**src/rtl/ps2_scancode_decoder_pkg.sv**
```systemverilog
// Shared constants and types for the PS/2 scan-code decoder slice.
package ps2_scancode_decoder_pkg;

  // Set-2 prefix bytes
  localparam logic [7:0] SC_EXT    = 8'hE0;
  localparam logic [7:0] SC_BREAK  = 8'hF0;

  // Active-low 7-segment pattern with every segment and the dp dark
  localparam logic [7:0] SEG_BLANK = 8'hFF;

  // Consumer FSM encodings, also usable as plain legacy constants
  localparam logic [1:0] ST_IDLE_C = 2'd0;
  localparam logic [1:0] ST_POP_C  = 2'd1;
  localparam logic [1:0] ST_GAP_C  = 2'd2;

  typedef enum logic [1:0] {
    ST_IDLE = ST_IDLE_C,
    ST_POP  = ST_POP_C,
    ST_GAP  = ST_GAP_C
  } state_e;

endpackage

```
**src/rtl/ps2_scancode_decoder_hex7seg.sv**
```systemverilog
// One hex nibble to an active-low 7-segment digit (bits 7..1 = a..g, bit 0 = dp).
module hex7seg
  import ps2_scancode_decoder_pkg::*;
(
  input  logic [3:0] hex,
  input  logic       blank,
  output logic [7:0] seg
);

  // Glyph lookup; blank overrides the digit and the dp stays off
  always_comb begin
    seg = SEG_BLANK;
    if (blank) begin
      seg = SEG_BLANK;
    end else begin
      case (hex)
        4'h0:    seg = 8'h03;
        4'h1:    seg = 8'h9F;
        4'h2:    seg = 8'h25;
        4'h3:    seg = 8'h0D;
        4'h4:    seg = 8'h99;
        4'h5:    seg = 8'h49;
        4'h6:    seg = 8'h41;
        4'h7:    seg = 8'h1F;
        4'h8:    seg = 8'h01;
        4'h9:    seg = 8'h09;
        4'hA:    seg = 8'h11;
        4'hB:    seg = 8'hC1;
        4'hC:    seg = 8'h63;
        4'hD:    seg = 8'h85;
        4'hE:    seg = 8'h61;
        4'hF:    seg = 8'h71;
        default: seg = SEG_BLANK;
      endcase
    end
  end

endmodule

```
**src/rtl/ps2_scancode_decoder.sv**
```systemverilog
// Pops set-2 scan codes from an upstream FIFO, tracks the held key and
// drives six hex digits (key code, its ASCII, and the press count).
module ps2_scancode_decoder
  import ps2_scancode_decoder_pkg::*;
(
  input  logic       clk,
  input  logic       rst,
  input  logic [7:0] data,
  input  logic       ready,
  input  logic       overflow,
  output logic       nextdata_n,
  output logic [7:0] key_code,
  output logic [7:0] key_ascii,
  output logic       key_ext,
  output logic       key_valid,
  output logic [7:0] key_count,
  output logic       ovf_err,
  output logic [7:0] seg0,
  output logic [7:0] seg1,
  output logic [7:0] seg2,
  output logic [7:0] seg3,
  output logic [7:0] seg4,
  output logic [7:0] seg5
);

  state_e     state_q, state_d;
  logic       ext_pend_q, ext_pend_d;
  logic       brk_pend_q, brk_pend_d;
  logic [7:0] key_code_q, key_code_d;
  logic       key_ext_q, key_ext_d;
  logic       key_valid_q, key_valid_d;
  logic [7:0] key_count_q, key_count_d;
  logic       ovf_err_q, ovf_err_d;
  logic       same_key_s;

  // Pop strobe is masked by reset so a byte under reset stays in the FIFO
  assign nextdata_n = ~((state_q == ST_POP) && !rst);

  // Consumer FSM: one byte per IDLE/POP/GAP round so the FIFO pointer settles
  always_comb begin
    state_d = state_q;
    case (state_q)
      ST_IDLE: begin
        if (ready) begin
          state_d = ST_POP;
        end else begin
          state_d = ST_IDLE;
        end
      end
      ST_POP:  state_d = ST_GAP;
      ST_GAP:  state_d = ST_IDLE;
      default: state_d = ST_IDLE;
    endcase
  end

  assign same_key_s = key_valid_q && (data == key_code_q) && (ext_pend_q == key_ext_q);

  // Byte decode: prefixes only arm flags, other bytes press/release the key
  always_comb begin
    ext_pend_d  = ext_pend_q;
    brk_pend_d  = brk_pend_q;
    key_code_d  = key_code_q;
    key_ext_d   = key_ext_q;
    key_valid_d = key_valid_q;
    key_count_d = key_count_q;
    ovf_err_d   = ovf_err_q | overflow;
    if (state_q == ST_POP) begin
      if (data == SC_EXT) begin
        ext_pend_d = 1'b1;
      end else if (data == SC_BREAK) begin
        brk_pend_d = 1'b1;
      end else begin
        ext_pend_d = 1'b0;
        brk_pend_d = 1'b0;
        if (!brk_pend_q) begin
          // A repeat of the held key is typematic and leaves everything alone
          if (!same_key_s) begin
            key_code_d  = data;
            key_ext_d   = ext_pend_q;
            key_valid_d = 1'b1;
            key_count_d = key_count_q + 8'd1;
          end else begin
            key_valid_d = key_valid_q;
          end
        end else begin
          // Release only counts when it names the held key exactly
          if (same_key_s) begin
            key_valid_d = 1'b0;
          end else begin
            key_valid_d = key_valid_q;
          end
        end
      end
    end else begin
      key_valid_d = key_valid_q;
    end
  end

  // State and decode registers with synchronous reset
  always_ff @(posedge clk) begin
    if (rst) begin
      state_q     <= ST_IDLE;
      ext_pend_q  <= 1'b0;
      brk_pend_q  <= 1'b0;
      key_code_q  <= 8'h00;
      key_ext_q   <= 1'b0;
      key_valid_q <= 1'b0;
      key_count_q <= 8'h00;
      ovf_err_q   <= 1'b0;
    end else begin
      state_q     <= state_d;
      ext_pend_q  <= ext_pend_d;
      brk_pend_q  <= brk_pend_d;
      key_code_q  <= key_code_d;
      key_ext_q   <= key_ext_d;
      key_valid_q <= key_valid_d;
      key_count_q <= key_count_d;
      ovf_err_q   <= ovf_err_d;
    end
  end

  // Set-2 to lowercase ASCII; extended codes never map
  always_comb begin
    key_ascii = 8'h00;
    if (key_ext_q) begin
      key_ascii = 8'h00;
    end else begin
      case (key_code_q)
        8'h1C: key_ascii = 8'h61;  8'h32: key_ascii = 8'h62;
        8'h21: key_ascii = 8'h63;  8'h23: key_ascii = 8'h64;
        8'h24: key_ascii = 8'h65;  8'h2B: key_ascii = 8'h66;
        8'h34: key_ascii = 8'h67;  8'h33: key_ascii = 8'h68;
        8'h43: key_ascii = 8'h69;  8'h3B: key_ascii = 8'h6A;
        8'h42: key_ascii = 8'h6B;  8'h4B: key_ascii = 8'h6C;
        8'h3A: key_ascii = 8'h6D;  8'h31: key_ascii = 8'h6E;
        8'h44: key_ascii = 8'h6F;  8'h4D: key_ascii = 8'h70;
        8'h15: key_ascii = 8'h71;  8'h2D: key_ascii = 8'h72;
        8'h1B: key_ascii = 8'h73;  8'h2C: key_ascii = 8'h74;
        8'h3C: key_ascii = 8'h75;  8'h2A: key_ascii = 8'h76;
        8'h1D: key_ascii = 8'h77;  8'h22: key_ascii = 8'h78;
        8'h35: key_ascii = 8'h79;  8'h1A: key_ascii = 8'h7A;
        8'h45: key_ascii = 8'h30;  8'h16: key_ascii = 8'h31;
        8'h1E: key_ascii = 8'h32;  8'h26: key_ascii = 8'h33;
        8'h25: key_ascii = 8'h34;  8'h2E: key_ascii = 8'h35;
        8'h36: key_ascii = 8'h36;  8'h3D: key_ascii = 8'h37;
        8'h3E: key_ascii = 8'h38;  8'h46: key_ascii = 8'h39;
        8'h29: key_ascii = 8'h20;  8'h5A: key_ascii = 8'h0D;
        default: key_ascii = 8'h00;
      endcase
    end
  end

  assign key_code  = key_code_q;
  assign key_ext   = key_ext_q;
  assign key_valid = key_valid_q;
  assign key_count = key_count_q;
  assign ovf_err   = ovf_err_q;

  // Code and ASCII digits go dark with no key held; the count is always shown
  hex7seg u_seg0 (.hex(key_code_q[3:0]),  .blank(!key_valid_q), .seg(seg0));
  hex7seg u_seg1 (.hex(key_code_q[7:4]),  .blank(!key_valid_q), .seg(seg1));
  hex7seg u_seg2 (.hex(key_ascii[3:0]),   .blank(!key_valid_q), .seg(seg2));
  hex7seg u_seg3 (.hex(key_ascii[7:4]),   .blank(!key_valid_q), .seg(seg3));
  hex7seg u_seg4 (.hex(key_count_q[3:0]), .blank(1'b0),         .seg(seg4));
  hex7seg u_seg5 (.hex(key_count_q[7:4]), .blank(1'b0),         .seg(seg5));

endmodule
```
**config.mk**
```make
export PLATFORM = sky130hd
export DESIGN_NAME = ps2_scancode_decoder
export DESIGN_NICKNAME = d
export VERILOG_FILES = /design/src/rtl/ps2_scancode_decoder_pkg.sv /design/src/rtl/ps2_scancode_decoder_hex7seg.sv /design/src/rtl/ps2_scancode_decoder.sv
export SDC_FILE = /design/constraint.sdc
export NUM_CORES = 1
export LEC_CHECK = 0
export CAP_MARGIN = 20
export CORE_UTILIZATION = 47
export CTS_CLUSTER_SIZE = 12
export DETAILED_ROUTE_END_ITERATION = 10
export GPL_TIMING_DRIVEN = 0
export PLACE_DENSITY = 0.77
export REMOVE_ABC_BUFFERS = 1
export SLEW_MARGIN = 20
export SYNTH_ARGS = -nofsm -noshare
export SYNTH_HDL_FRONTEND = slang
export SYNTH_HIERARCHICAL = 1
export SYNTH_SLANG_ARGS = --single-unit
```
**constraint.sdc**
```tcl
create_clock -name clk -period 3.14 [get_ports clk]
set_clock_uncertainty 0.05 [all_clocks]
set_input_delay 0.628 -clock clk [delete_from_list [all_inputs] [get_ports clk]]
set_output_delay 0.628 -clock clk [all_outputs]
set_load 0.005 [all_outputs]
```
==> results of run 1 <==
==> what timing repair did <==
item                       4_1_cts  5_1_grt
setup endpoints to repair       24       20
hold buffers                     0        0
cloned                           0        0
pin swaps                        6        4
buffers inserted                13        3
resized for setup               38       20
==> power groups by stage <==
| stage | combinational (uW) | sequential, uW | clock [uW] |
|---|---|---|---|
| after floorplan | 249 | 428 | 0 |
| after global routing | 509 | 429 | 345 |
| after global placement | 431 | 435 | 0 |
| final | 474 | 426 | 328 |
| after detailed placement | 436 | 436 | 0 |
| after CTS | 462 | 426 | 329 |
==> cell usage in the layout (no fill, tap or decap), types with 11 or more instances in the layout <==
cell type        netlist  layout
nand2_1               30      28
a31oi_1               11      11
nand3_1               18      18
ha_1                  48      46
conb_1                 7      25
buf_4                 11      16
o21ai_0               16      15
a32oi_1               14      14
nor2_1                36      34
clkdlybuf4s50_1        0      69
inv_1                 36      35
xor2_1                15      15
dfxtp_1               30      22
nor3_1                18      18
mux2i_1               30      28
nand2b_1              12      12
==> worst max-delay path by stage <==
stage,from,to,depth (start not counted)
2_1_floorplan,data[3],flip-flop,9
3_3_place_gp,rst,flip-flop,8
3_5_place_dp,data[2],flip-flop,10
4_1_cts,key_code[7],seg2[6],7
5_1_grt,key_ext,seg2[4],7
6_report,key_ext,seg2[4],7
==> worst max-delay path: cells and delay by family (launching register included) <==
| family | cells | cell delay [ps] |
|---|---|---|
| and+or+nand+nor | 3 | 590 |
| buffers and inverters | 2 | 620 |
| AOI/OAI and AO/OA | 1 | 220 |
| DFF | 1 | 370 |
| adders and majority gates | 1 | 310 |
==> routing by layer <==
| layer | wire length, um | up-vias | global-route usage [%] |
|---|---|---|---|
| met1 | 5120 | 1964 | 32.8 |
| li1 | - | 2032 | - |
| met3 | 731 | 23 | 1.97 |
| met4 | 260 | 0 | 8.46 |
| met5 | 0 | - | 0 |
| met2 | 5450 | 180 | 40.4 |
==> cell families (layout without fill, tap and decap cells) <==
| group | Yosys count | count (layout) | synth area share, % |
|---|---|---|---|
| xor gates and xnor gates | 16 | 16 | 3.36 |
| DFF | 30 | 30 | 14.4 |
| other | 7 | 25 | 0.630 |
| and+or+nand+nor | 177 | 177 | 23.5 |
| AOI/OAI and AO/OA | 121 | 121 | 23.2 |
| buffers and inverters | 76 | 144 | 9.39 |
| adders and majority gates | 48 | 48 | 14.4 |
| muxes | 44 | 44 | 11.1 |
==> area by class of cell <==
class,instances,area share (%)
Timing Repair Buffer,96,17.3
Clock buffer,7,1.64
Multi-Input combinational cell,431,63.7
Sequential cell,30,11.7
Tap cell,105,2.50
Inverter,40,3.03
Clock inverter,1,0.0954
==> per-stage QoR <==
step | TNS (ps) | instances | power, uW
6_report | 0 | 710 | 1230
4_1_cts | 0 | 707 | 1220
2_1_floorplan | 0 | 501 | 677
5_1_grt | -5.25 | 710 | 1280
3_5_place_dp | -8620 | 686 | 872
3_3_place_gp | -13270 | 686 | 866
==> impl_metrics.env, run 1 <==
export IMPL_outcome="completed"
export IMPL_comb_power_share_pct=38.6
export IMPL_p_int_uw=795
export IMPL_setup_viol=0
export IMPL_arrival_ps=2390
export IMPL_synth_seq_cells=30
export IMPL_die_w_um=96.2
export IMPL_timing_final_ws_setup_ps=69.9
export IMPL_diodes=0
export IMPL_ios=88
export IMPL_coreArea_um2=8380
export IMPL_clockPowerShare_pct=26.7
export IMPL_peakVddDrop_uv=155
export IMPL_hp_start="ovf_err"
export IMPL_fill_cells=740
export IMPL_synth_edf_count=0
export IMPL_timing_final_hold_violations=0
export IMPL_vias=4199
export IMPL_antenna_found_initial=0
export IMPL_end_kind="output pin"
export IMPL_place_ws_ps=-1110
export IMPL_yosysWarnings=6
export IMPL_worstPathCellList="nor2_4, and2_4, inv_1, ha_1, or2_1, a32oi_1, clkdlybuf4s50_1"
export IMPL_r2r_start="state_q[0]"
export IMPL_ys_flop_type="dfxtp_1"
export IMPL_nets=664
export IMPL_worstSetupPathType="flip-flop to output pin"
export IMPL_synth_top_area_share_pct=14.4
export IMPL_slew_headroom_pct=39.3
export IMPL_powerDensity_nw_per_um2=234
export IMPL_path_clk_slew_ps=70
export IMPL_synth_top_cell_by_area="dfxtp_1"
export IMPL_firstDrtPassIters=6
export IMPL_initial_core_util_pct=49.7
export IMPL_die_h_um=96.2
export IMPL_stdcell_area_um2=5250
export IMPL_final_period_utilization_pct=97.8
export IMPL_clock_latency_ps=280
export IMPL_ys_seq_area_share_pct=14.4
export IMPL_clockBufferDepth=2
export IMPL_drc=0
export IMPL_htree_levels=2
export IMPL_die_area_um2=9250
export IMPL_required_ps=2460
export IMPL_drv_cap=0
export IMPL_grt_overflow=0
export IMPL_synthesis_area_um2=4170
export IMPL_ys_types=76
export IMPL_timing_hold_ws_ps=417
export IMPL_drive_gt1_share_pct=14.7
export IMPL_min_to="ovf_err"
export IMPL_placed_area_um2=4920
export IMPL_path_max_fanout=7
export IMPL_grt_max_degree=37
export IMPL_r2r_cells=10
export IMPL_critPathLaunchType="flip-flop"
export IMPL_grt_pass1_wl_mm=18.0
export IMPL_numCtsBuffers=5
export IMPL_viasPerCell=5.91
export IMPL_fmax_mhz=326
export IMPL_synth_cells=519
export IMPL_synth_common_cells="ha_1, inv_1, nor2_1"
export IMPL_p_seq_share_pct=34.7
export IMPL_tightest_slew_ps=909
export IMPL_swShare_pct=35.2
export IMPL_grt_pass1_vias=3737
export IMPL_yosys_cell_count_top_type="ha_1"
export IMPL_fin_crit_ps=3070
export IMPL_ant_nets=0
export IMPL_clock_sinks=30
export IMPL_detail_route_iter0_violations=519
export IMPL_ff2ff_setup_slack_ps=130
export IMPL_max_stage_delay_ps=540
export IMPL_min_path_cells=2
export IMPL_dp_final_hpwl_mm=8.16
export IMPL_final_seq_area_um2=616
export IMPL_syn_to_final_growth_pct=25.9
export IMPL_io_buffers=80
export IMPL_finalMaxSlewViolations=0
export IMPL_clockRootBuffer="clkbuf_8"
export IMPL_hp_class="flip-flop to flip-flop"
export IMPL_track_usage_pct=24.3
export IMPL_synth_async_sr_flop_share_pct=0
export IMPL_leakagePower_uw=0.00207
export IMPL_rows=33
export IMPL_syn_area_per_cell_um2=8.03
export IMPL_switching_power_uw=432
export IMPL_gp_congestion=0.986
export IMPL_cpMaxStageDelayCell="clkdlybuf4s50_1"
export IMPL_multiInputGateArea_um2=3340
export IMPL_finalWirelength_mm=11.6
export IMPL_fin_util_pct=62.6
export IMPL_ys_top_cells_by_area="dfxtp_1, ha_1, mux2i_1"
export IMPL_cts_tree="done"
export IMPL_routedWlPerCell_um=16.3
Note: power is estimated with default switching activity, not from simulation.
==> run 2, diff against run 1 <==
CORE_UTILIZATION = 55   (was 47)
DONT_BUFFER_PORTS = 1   (was unset)
PLACE_DENSITY = 0.73   (was 0.77)
RECOVER_POWER = 100   (was unset)
==> impl_metrics.env, run 2 (synthesized netlist as in run 1, its figures left out) <==
export IMPL_vias=3790
export IMPL_min_to="key_code[7]"
export IMPL_powerDensity_nw_per_um2=253
export IMPL_drive_gt1_share_pct=11.7
export IMPL_setup_viol=0
export IMPL_gp_congestion=0.955
export IMPL_clock_latency_ps=280
export IMPL_antenna_found_initial=0
export IMPL_grt_pass1_wl_mm=15.7
export IMPL_firstDrtPassIters=6
export IMPL_arrival_ps=3230
export IMPL_critPathLaunchType="flip-flop"
export IMPL_r2r_cells=9
export IMPL_track_usage_pct=24.9
export IMPL_mostFrequentLayoutCell="ha_1"
export IMPL_initial_core_util_pct=57.2
export IMPL_outcome="completed"
export IMPL_rows=31
export IMPL_cts_tree="done"
export IMPL_path_max_fanout=8
export IMPL_numCtsBuffers=5
export IMPL_finalMaxSlewViolations=0
export IMPL_fin_crit_ps=3060
export IMPL_ant_nets=0
export IMPL_timing_hold_ws_ps=348
export IMPL_min_path_cells=1
export IMPL_htree_levels=2
export IMPL_final_cell_mix="ha_1, inv_1, nor2_1"
export IMPL_hold_buffers=0
export IMPL_timing_final_hold_violations=0
export IMPL_grt_overflow=0
export IMPL_worstSetupPathType="flip-flop to flip-flop"
export IMPL_detail_route_iter0_violations=350
export IMPL_viasPerCell=6.19
export IMPL_peakVddDrop_uv=168
export IMPL_clockBufferDepth=2
export IMPL_routedWlPerCell_um=16.6
export IMPL_grt_pass1_vias=3275
export IMPL_hp_start="rst"
export IMPL_leakagePower_uw=0.00165
export IMPL_tightest_slew_ps=996
export IMPL_rsz0062_at_grt="no"
export IMPL_die_w_um=89.1
export IMPL_fin_util_pct=59.1
export IMPL_io_buffers=0
export IMPL_clockRootBuffer="clkbuf_8"
export IMPL_die_h_um=89.1
export IMPL_diodes=0
export IMPL_end_kind="flip-flop"
export IMPL_final_period_utilization_pct=97.6
export IMPL_syn_to_final_growth_pct=3.33
export IMPL_hp_class="input port to flip-flop"
export IMPL_finalWirelength_mm=10.1
export IMPL_r2r_start="state_q[0]"
export IMPL_path_clk_slew_ps=70
export IMPL_drv_cap=0
export IMPL_ios=88
export IMPL_drc=0
export IMPL_required_ps=3310
export IMPL_fmax_mhz=326
export IMPL_dp_final_hpwl_mm=7.26
export IMPL_coreArea_um2=7290
export IMPL_die_area_um2=7930
export IMPL_slew_headroom_pct=33.6
export IMPL_grt_max_degree=37
export IMPL_ff2ff_setup_slack_ps=80
export IMPL_nets=572
export IMPL_clock_sinks=30
==> run 2: changes by cell type in the layout (fill, tap and decap cells not counted), moves of 4 or more <==
| cell | change |
|---|---|
| clkdlybuf4s50_1 | -69 |
| buf_4 | -14 |
| dfxtp_1 | +6 |
| and2_4 | -4 |
| dfxtp_2 | -4 |
| dlymetal6s2s_1 | -4 |
==> run 2: worst max path at each step <==
stage	start	to	cells after the start
3_3_place_gp	data[3]	flip-flop	7
5_1_grt	state_q[0]	flip-flop	10
3_5_place_dp	data[3]	flip-flop	9
4_1_cts	key_code[7]	seg2[6]	6
6_report	state_q[0]	flip-flop	9
2_1_floorplan	data[3]	flip-flop	9
==> run 2: critical path, stage by stage, from the launching register on <==
cell	delay, ps
dfxtp_1	380
or3b_4	450
a31oi_4	230
mux2_1	430
nand2_2	230
ha_4	210
nand2_1	100
a311o_1	430
a2111o_1	410
o211ai_2	70
==> run 2: timing repair <==
item                                    4_1_cts  5_1_grt
resized for setup                             7       11
buffers inserted                              4        0
endpoints found under the setup margin       14       10
==> run 2: metrics by stage <==
stage | instances | setup TNS, ps | setup WS, ps | power, uW | instance area (um2)
after CTS | 612 | 0 | 31.3 | 1080 | 4270
after global routing | 612 | 0 | 0.0995 | 1150 | 4310
after floorplan | 501 | 0 | 2.10 | 677 | 4000
after global placement | 600 | -1450 | -454 | 742 | 4120
after detailed placement | 600 | -1060 | -350 | 746 | 4120
final | 612 | 0 | 75.0 | 1090 | 4310
==> run 2: power by group <==
part           total, uW  switching [uW]  internal (uW)
combinational        331             199            131
clock                326             150            177
sequential           431            36.1            395
==> run 2: routing by layer <==
layer | wire, um | share of wire, % | GRT usage, %
met1 | 4420 | 44 | 31.9
met2 | 4740 | 47 | 42.4
met3 | 756 | 7.5 | 4.52
met4 | 215 | 2.1 | 8.23
met5 | 0 | 0 | 0
==> run 2: cell type report <==
cell class,count,area (um2)
multi-input combinational,431,3290
fill,689,2980
sequential,30,603
inverter,40,156
tap,99,124
clock buffer,7,86.3
timing repair buffer,4,40.0
clock inverter,1,5.00
==> run 3, diff against run 2 <==
GPL_ROUTABILITY_DRIVEN = 1   (was unset)
PLACE_DENSITY = 0.7   (was 0.73)
clock period = 2.9 ns   (was 3.14 ns; I/O delays follow)
==> impl_metrics.env, run 3 (synthesized netlist as in run 1, its figures left out) <==
export IMPL_viasPerCell=6.26
export IMPL_timing_final_hold_violations=0
export IMPL_mostFrequentLayoutCell="ha_1"
export IMPL_gp_congestion=0.947
export IMPL_syn_to_final_growth_pct=9.03
export IMPL_min_path_cells=1
export IMPL_comb_power_share_pct=30.5
export IMPL_htree_levels=2
export IMPL_grt_pass1_wl_mm=16.2
export IMPL_slew_headroom_pct=56.5
export IMPL_die_h_um=89.1
export IMPL_required_ps=3060
export IMPL_p_total_uw=1300
export IMPL_hold_buffers=0
export IMPL_end_kind="flip-flop"
export IMPL_outcome="completed"
export IMPL_leakagePower_uw=0.00176
export IMPL_finalWirelength_mm=10.9
export IMPL_switching_power_uw=453
export IMPL_r2r_cells=10
export IMPL_critPathLaunchType="flip-flop"
export IMPL_numCtsBuffers=5
export IMPL_clockPowerShare_pct=33.5
export IMPL_detail_route_iter0_violations=321
export IMPL_initial_core_util_pct=57.2
export IMPL_dp_final_hpwl_mm=7.45
export IMPL_die_area_um2=7930
export IMPL_firstDrtPassIters=7
export IMPL_worstSetupPathType="flip-flop to flip-flop"
export IMPL_ff2ff_setup_slack_ps=30
export IMPL_final_cell_mix="ha_1, nor2_1, inv_1"
export IMPL_p_seq_share_pct=36.0
export IMPL_vias=3912
export IMPL_grt_overflow=0
export IMPL_tightest_slew_ps=651
export IMPL_hp_start="rst"
export IMPL_track_usage_pct=26.0
export IMPL_antenna_found_initial=0
export IMPL_final_period_utilization_pct=98.8
export IMPL_min_to="state_q[0]"
export IMPL_rsz0062_at_grt="yes"
export IMPL_rows=31
export IMPL_fin_crit_ps=2870
export IMPL_setup_viol=0
export IMPL_path_clk_slew_ps=80
export IMPL_ant_nets=0
export IMPL_drv_cap=0
export IMPL_r2r_start="state_q[1]"
export IMPL_drc=0
export IMPL_clockRootBuffer="clkbuf_8"
export IMPL_nets=585
export IMPL_powerDensity_nw_per_um2=285
export IMPL_routedWlPerCell_um=17.5
export IMPL_fmax_mhz=349
export IMPL_path_max_fanout=6
export IMPL_fin_util_pct=62.3
export IMPL_peakVddDrop_uv=186
export IMPL_io_buffers=0
export IMPL_arrival_ps=3030
export IMPL_coreArea_um2=7290
export IMPL_clock_sinks=30
export IMPL_stdcell_area_um2=4550
export IMPL_grt_max_degree=37
export IMPL_finalMaxSlewViolations=0
export IMPL_cts_tree="done"
export IMPL_p_int_uw=843
export IMPL_die_w_um=89.1
export IMPL_swShare_pct=34.9
export IMPL_ios=88
export IMPL_grt_pass1_vias=3292
export IMPL_placed_area_um2=4120
export IMPL_hp_class="input port to flip-flop"
export IMPL_drive_gt1_share_pct=17.5
export IMPL_clock_latency_ps=300
export IMPL_diodes=0
export IMPL_clockBufferDepth=2
-- run 3: changes by cell type in the layout (fill, tap and decap cells not counted), sizes merged --
| cell | delta |
|---|---|
| clkinv | +1 |
| bufinv | +1 |
| buf | +11 |
| clkinvlp | +1 |
| clkbuf | -1 |
-- run 3: worst max path at each step --
stage,startpoint,end,slack (ps),cells after the start
floorplan,data[3],flip-flop,-190,9
global placement,data[3],flip-flop,-750,7
detailed placement,state_q[0],flip-flop,-600,9
CTS,state_q[1],flip-flop,-20,11
global route,state_q[1],flip-flop,-30,10
finish,state_q[1],flip-flop,30,10
-- run 3: stage by stage --
step / instances / setup slack, ps / hold WS [ps] / setup TNS, ps
after floorplan: 501 / -190 / 394 / -306
after global placement: 600 / -751 / 417 / -3690
after detailed placement: 600 / -599 / 428 / -3150
after CTS: 612 / -21.9 / 292 / -25.4
after global routing: 625 / -29.7 / 292 / -62.4
final: 625 / 33.5 / 296 / 0
-- run 3: power by group through the flow --
stage / Sequential [uW] / Clock, uW / Combinational (uW)
after floorplan: 464 / 0 / 270
after global placement: 473 / 0 / 334
after detailed placement: 474 / 0 / 336
after CTS: 466 / 439 / 359
after global routing: 471 / 461 / 435
final: 467 / 434 / 395
-- run 3: worst max-delay path: stages, from the launching register on --
cell and delay (ps):
dfxtp_4 370, or3b_4 440, a31oi_4 270, buf_6 180
buf_8 120, buf_12 100, mux2i_4 320, nand3_2 210
a311oi_2 400, nand4_1 190, o211ai_1 130
-- run 3: what timing repair did --
| item | CTS | global route |
|---|---|---|
| endpoints found under the setup margin | 20 | 9 |
| pin swaps | 1 | 7 |
| gates cloned | 0 | 1 |
| resized for setup | 27 | 27 |
| setup buffers | 4 | 13 |
-- run 3: area by class of cell --
type,instances,area [um2]
flip-flops and latches,30,616
inverters,40,166
repair buffers,16,144
multi-input cells,431,3380
repair inverters,1,5.00
clock inverters,3,40.0
fillers,690,2750
well taps,99,124
clock buffers,5,68.8
-- run 3: layer usage --
layer	share of wire [%]	track usage (%)	up-vias	wire, um
li1	-	-	1878	-
met1	45	35.1	1834	4900
met2	46	43.7	171	5060
met3	6.8	3.79	29	740
met4	2.1	6.78	0	234
met5	0	0	-	0
